`src/rtl/mips_pkg.sv`:
```
// Shared types and constants for the MIPS core pipeline stages.
package mips_pkg;

  typedef enum logic [1:0] {
    BOOT = 2'd0,
    REQ  = 2'd1,
    HOLD = 2'd2
  } fetch_state_t;

  localparam logic [31:0] PC_INC    = 32'd4;
  localparam logic [31:0] NOP_INSTR = 32'h0000_0000;

  // Instruction addresses are always word aligned.
  function automatic logic [31:0] word_align(input logic [31:0] a);
    return {a[31:2], 2'b00};
  endfunction

endpackage

```
`src/rtl/if_id_register.sv`:
```
// IF/ID pipeline register: flush clears valid, load captures a new instruction,
// otherwise the contents are held.
module if_id_register
  import mips_pkg::*;
(
  input  logic        clk,
  input  logic        rst_n,
  input  logic        load,
  input  logic        flush,
  input  logic [31:0] next_instr,
  input  logic [31:0] next_pcplus4,
  output logic [31:0] instr,
  output logic [31:0] pcplus4,
  output logic        valid
);

  // Flush wins over load; payload is left stale on flush.
  always_ff @(posedge clk or negedge rst_n) begin
    if (!rst_n) begin
      instr   <= NOP_INSTR;
      pcplus4 <= '0;
      valid   <= 1'b0;
    end else if (flush) begin
      valid   <= 1'b0;
    end else if (load) begin
      instr   <= next_instr;
      pcplus4 <= next_pcplus4;
      valid   <= 1'b1;
    end
  end

endmodule

```
`src/rtl/fetch_unit.sv`:
```
// Instruction fetch stage: PC, instruction-memory request FSM, stall hold
// buffer and the IF/ID pipeline register.
module fetch_unit
  import mips_pkg::*;
#(
  parameter logic [31:0] RESET_PC = 32'h0000_0000
) (
  input  logic        Clk,
  input  logic        Reset_n,
  input  logic        Stall,
  input  logic        Redirect,
  input  logic [31:0] RedirectPC,
  output logic        ImemReq,
  output logic [31:0] ImemAddr,
  input  logic        ImemAck,
  input  logic [31:0] ImemData,
  output logic [31:0] IfIdInstr,
  output logic [31:0] IfIdPCPlus4,
  output logic        IfIdValid
);

  fetch_state_t state, state_n;
  logic [31:0]  pc, pc_n, pc_plus4;
  logic [31:0]  holdbuf, holdbuf_n;
  logic [31:0]  ld_instr;
  logic         ld, fl;

  assign pc_plus4 = pc + PC_INC;

  // Moore request outputs: depend only on state and PC.
  assign ImemReq  = (state == REQ);
  assign ImemAddr = pc;

  // State, PC and hold-buffer registers.
  always_ff @(posedge Clk or negedge Reset_n) begin
    if (!Reset_n) begin
      state   <= BOOT;
      pc      <= word_align(RESET_PC);
      holdbuf <= NOP_INSTR;
    end else begin
      state   <= state_n;
      pc      <= pc_n;
      holdbuf <= holdbuf_n;
    end
  end

  // Next-state, PC update and IF/ID control; Redirect overrides everything.
  always_comb begin
    state_n   = state;
    pc_n      = pc;
    holdbuf_n = holdbuf;
    ld_instr  = ImemData;
    ld        = 1'b0;
    fl        = 1'b0;
    if (Redirect) begin
      pc_n      = word_align(RedirectPC);
      holdbuf_n = NOP_INSTR;
      fl        = 1'b1;
      state_n   = REQ;
    end else begin
      unique case (state)
        BOOT: state_n = REQ;
        REQ: begin
          if (ImemAck && !Stall) begin
            ld   = 1'b1;
            pc_n = pc_plus4;
          end else if (ImemAck && Stall) begin
            holdbuf_n = ImemData;
            state_n   = HOLD;
          end else if (!ImemAck && !Stall) begin
            fl = 1'b1;
          end
        end
        HOLD: begin
          if (!Stall) begin
            ld_instr = holdbuf;
            ld       = 1'b1;
            pc_n     = pc_plus4;
            state_n  = REQ;
          end
        end
        default: state_n = BOOT;
      endcase
    end
  end

  if_id_register u_if_id (
    .clk          (Clk),
    .rst_n        (Reset_n),
    .load         (ld),
    .flush        (fl),
    .next_instr   (ld_instr),
    .next_pcplus4 (pc_plus4),
    .instr        (IfIdInstr),
    .pcplus4      (IfIdPCPlus4),
    .valid        (IfIdValid)
  );

endmodule

```
`config.mk`:
```
export PLATFORM = sky130hd
export DESIGN_NAME = fetch_unit
export DESIGN_NICKNAME = d
export VERILOG_FILES = /design/src/rtl/mips_pkg.sv /design/src/rtl/if_id_register.sv /design/src/rtl/fetch_unit.sv
export SDC_FILE = /design/constraint.sdc
export NUM_CORES = 1
export LEC_CHECK = 0
export CAP_MARGIN = 20
export CORE_MARGIN = 5
export CORE_UTILIZATION = 45
export CTS_CLUSTER_DIAMETER = 80
export DETAILED_ROUTE_END_ITERATION = 10
export PLACE_DENSITY = 0.77
export SETUP_SLACK_MARGIN = 0.15
export SYNTH_ARGS = -nofsm -noshare
export SYNTH_HDL_FRONTEND = slang
export SYNTH_SLANG_ARGS = --single-unit
```
`constraint.sdc`:
```
create_clock -name Clk -period 1.9 [get_ports Clk]
set_input_delay 0.285 -clock Clk [delete_from_list [all_inputs] [get_ports Clk]]
set_output_delay 0.285 -clock Clk [all_outputs]
set_load 0.1 [all_outputs]
```
==> impl_metrics.csv <==
group,metric,value,unit
clocking,cts_made_buffers,17,
run,maxCapViolations,0,
clocking,cts_tree,"built",
detailed_routing,ant_nets,0,
die,rows,44,
grt,grt_max_degree,79,
logic_synthesis,synthTopCellsByCount,"nand2_1, dfrtp_1, o21ai_0",
sta,slew_headroom,63.3,%
logic_synthesis,synth_top_area_share,48.8,%
power_and_ir_drop,switching_power,9.18,mW
detailed_routing,drc,0,
logic_synthesis,synth.top_cells.by_area,"dfrtp_1, nand2_1, mux2i_1",
critical_path,cp_common_cell,"buf_12",
cells_and_area,final_layout_size_suffix_gt1_share,37.6,%
power_and_ir_drop,p_per_area,1650,nW/um^2
detailed_routing,routedWlPerCell,20.6,microns
grt,grt-busiest-layer,"met2",
cells_and_area,instances_no_fill,1171,
detailed_routing,drt-total-wl,24100,microns
logic_synthesis,syn_inst,723,
grt,grt_pass1_vias,6478,
clocking,htreeDepth,4,
run_status,violations,"setup timing",
sta,tightest_slew,0.547,ns
critical_path,cp.arrival,2.39,ns
clocking,root_buffer,"clkbuf_16",
die,die_w,130,microns
placement,postPlaceCellArea,9250,sq um
cells_and_area,fin_area,10800,sq um
placement,io_buffers,160,
clocking,cts_num_sinks,127,
grt,grt_first_pass_wirelength,33900,microns
power_and_ir_drop,clkPwrFrac,18.9,%
critical_path,cp_slowest_stage_delay,0.42,ns
detailed_routing,viasPerCell,5.92,
grt,grt_antenna_before_repair,0,
worst_hold_path,hold_path.class,"primary input to asynchronous set/reset pin",
power_and_ir_drop,ir_worst_vdd,1.23,mV
grt,grt_overflow_total,0,
sta,timing.fmax,0.493,GHz
grt,track_usage,25.8,%
critical_path,cp_top_family,"compound AO/OA/AOI/OAI gates",
sta,hold_violations,0,
cells_and_area,n_antenna_cell,0,
critical_path,slowest_stage,"a2111o_2",
die,io_pins,167,
cells_and_area,final_core_util,75.3,%
sta,post-route-period-util,107,%
sta,fin_worst_skew,0.0123,ns
detailed_routing,drt_pass1_iterations,5,
critical_path,crit_type,"flip-flop to flip-flop",
run_status,status,"finished with violations",
clocking,clkTransAtPathRegs,0.06,ns
grt,grt_use_met3,6.84,%
logic_synthesis,netlist_area,6510,sq um
logic_synthesis,async_reset_ff_share,100,%
detailed_routing,via_count,6935,
critical_path,path_cells,"inv_2 > buf_4 > ha_4 > nand2b_4 > a2111o_2 > buf_12 > buf_12 > a211o_1 > nand3_1",
sta,layout_min_cycle_time,2.03,ns
logic_synthesis,synthFlopType,"dfrtp_1",
logic_synthesis,synth_seq_cells,127,
placement,dpl.cell_count,1101,
critical_path,worstPathRequired,2.27,ns
critical_path,crit_fanout,7,
power_and_ir_drop,p_leak,4.52,nW
logic_synthesis,seq_area_frac_synth,48.8,%
grt,met1_usage,33.5,%
die,dieArea,17000,sq um
die,core-area,14400,sq um
power_and_ir_drop,p_sw_share,51.5,%
logic_synthesis,synth_area_leader_cell,"dfrtp_1",
sta,slew_violations,0,
grt,grt_use_met2,42.1,%
critical_path,end_kind,"flip-flop",
cells_and_area,fin_nets,1049,
placement,gp_congestion,0.858,
power_and_ir_drop,p_int,8.64,mW
critical_path,critPathBufInv,4,
placement,post-place-ws,-0.291,ns
clocking,clk_latency,0.44,ns
die,die_y,130,microns
critical_path,worst_setup_path_start_kind,"flip-flop",
detailed_routing,drt_iter0_drc,872,
logic_synthesis,synth_edf_count,0,
sta,rsz0062_at_grt,"yes",
sta,finalSetupViolCount,61,
placement,dpl.hpwl,14100,microns
critical_path,reg2reg_slack,-0.13,ns
logic_synthesis,synth_most_common_cell,"nand2_1",
die,initial_utilization,45.3,%
sta,fin_ws,-0.127,ns
logic_synthesis,ys_types,50,
logic_synthesis,synth_warnings,0,
logic_synthesis,avgSynthCellArea,9.01,sq um
power_and_ir_drop,combPwrFrac,58.2,%
power_and_ir_drop,pwr-share-seq,22.9,%
critical_path,reg2reg_from,"state[1]$_DFFE_PN0P_",
critical_path,startpoint,"state[1]$_DFFE_PN0P_",
clocking,max-clock-path-buffers,2,
cells_and_area,area_delta_synth_final,66.0,%
## kinds of logic after synthesis
family / after synthesis / synth area share (%)
and+or+nand+nor: 305 / 22.6
AOI/OAI and AO/OA: 157 / 14.4
DFF: 127 / 48.8
buffers and inverters: 70 / 4.61
muxes: 37 / 5.72
xor gates and xnor gates: 20 / 2.69
adders and majority gates: 6 / 1.15
other: 1 / 0.0576
## worst register-to-register path, delay by kind of cell, from the launching register on
kind                     cells  cell delay (ns)
AND/OR/NAND/NOR              2             0.12
AO/OA/AOI/OAI                2             0.65
buffers and inverters        4             0.54
flip-flops                   1             0.38
adder cells (fa/ha/maj)      1             0.28
## power groups by stage
stage	clock, mW	sequential, mW	combinational (mW)
after floorplan	0	8.79	2.00
after global placement	0	4.01	8.99
after detailed placement	0	4.04	9.07
after CTS	3.36	4.01	9.79
after global routing	3.49	4.17	10.7
final	3.36	4.09	10.4
## final timing paths
path,endpoint,depth (start not counted)
min in group Clk,holdbuf[6]$_DFFE_PN0P_,3
hold / removal,u_if_id.instr[25]$_DFFE_PN0P_,3
max in group asynchronous,ImemAddr[24]$_DFFE_PN0P_,3
hold reg to reg,u_if_id.pcplus4[10]$_DFFE_PN0P_,2
setup reg to reg,u_if_id.pcplus4[30]$_DFFE_PN0P_,9
setup / recovery,u_if_id.pcplus4[30]$_DFFE_PN0P_,9
## routing by layer
metal	wire length (microns)	share of wire [%]	up-vias
li1	-	-	3090
met5	0	0	-
met4	838	3.5	0
met1	9300	39	3317
met3	2390	9.9	100
met2	11600	48	428
## sequential cells by signal (all words and copies together), names as in the netlist
register / cells
holdbuf: 32
ImemAddr: 30
u_if_id.instr: 32
state: 2
u_if_id.pcplus4: 30
u_if_id.valid: 1
## placed cells by master, fill, tap and decap left out, drive strengths merged, types with 2 or more instances in the layout
cell type	synthesis	routed
and3	5	5
inv	7	7
clkinv	1	5
o311ai	2	2
clkbuf	39	27
and4	5	5
and2	3	3
mux2	2	2
nand3	22	22
a21oi	34	34
dfrtp	127	127
or3	10	10
clkinvlp	0	3
xor2	6	6
ha	6	6
bufinv	0	3
or4	20	20
o41ai	4	4
a211o	4	4
nor2	41	41
o21ai	62	62
nand4	25	25
buf	23	221
nand2	151	151
a31oi	25	25
clkdlybuf4s50	0	64
nand4b	2	2
mux2i	35	35
o211ai	2	2
a22oi	2	2
nor3	6	6
nor4	11	11
xnor2	14	14
o31ai	16	16
conb	1	4
## metrics by stage
stage / hold slack (ns) / TNS [ns] / total power, mW
final: 0.386 / -2.07 / 17.8
after global routing: 0.406 / -5.54 / 18.4
after CTS: 0.397 / -0.920 / 17.2
after detailed placement: 0.307 / -12.10 / 13.1
after global placement: 0.305 / -9.43 / 13.0
after floorplan: -0.0106 / -6.51 / 10.8
## final cells by class
type / instances / area [sq um]
clock buffers: 22 / 464
clock inverters: 10 / 136
fillers: 886 / 3550
inverters: 8 / 30.0
multi-input cells: 529 / 3560
flip-flops and latches: 127 / 3280
well taps: 184 / 230
repair buffers: 291 / 3120
## timing repair
item                                   CTS  global route
pin swaps                               33            33
endpoints found under the hold margin  127             0
cloned                                   6             7
hold buffers                             1             0
gates resized for setup                 59            51
setup endpoints to repair               86            89
buffers inserted                        19             5
(Power assumes the default switching activity.)
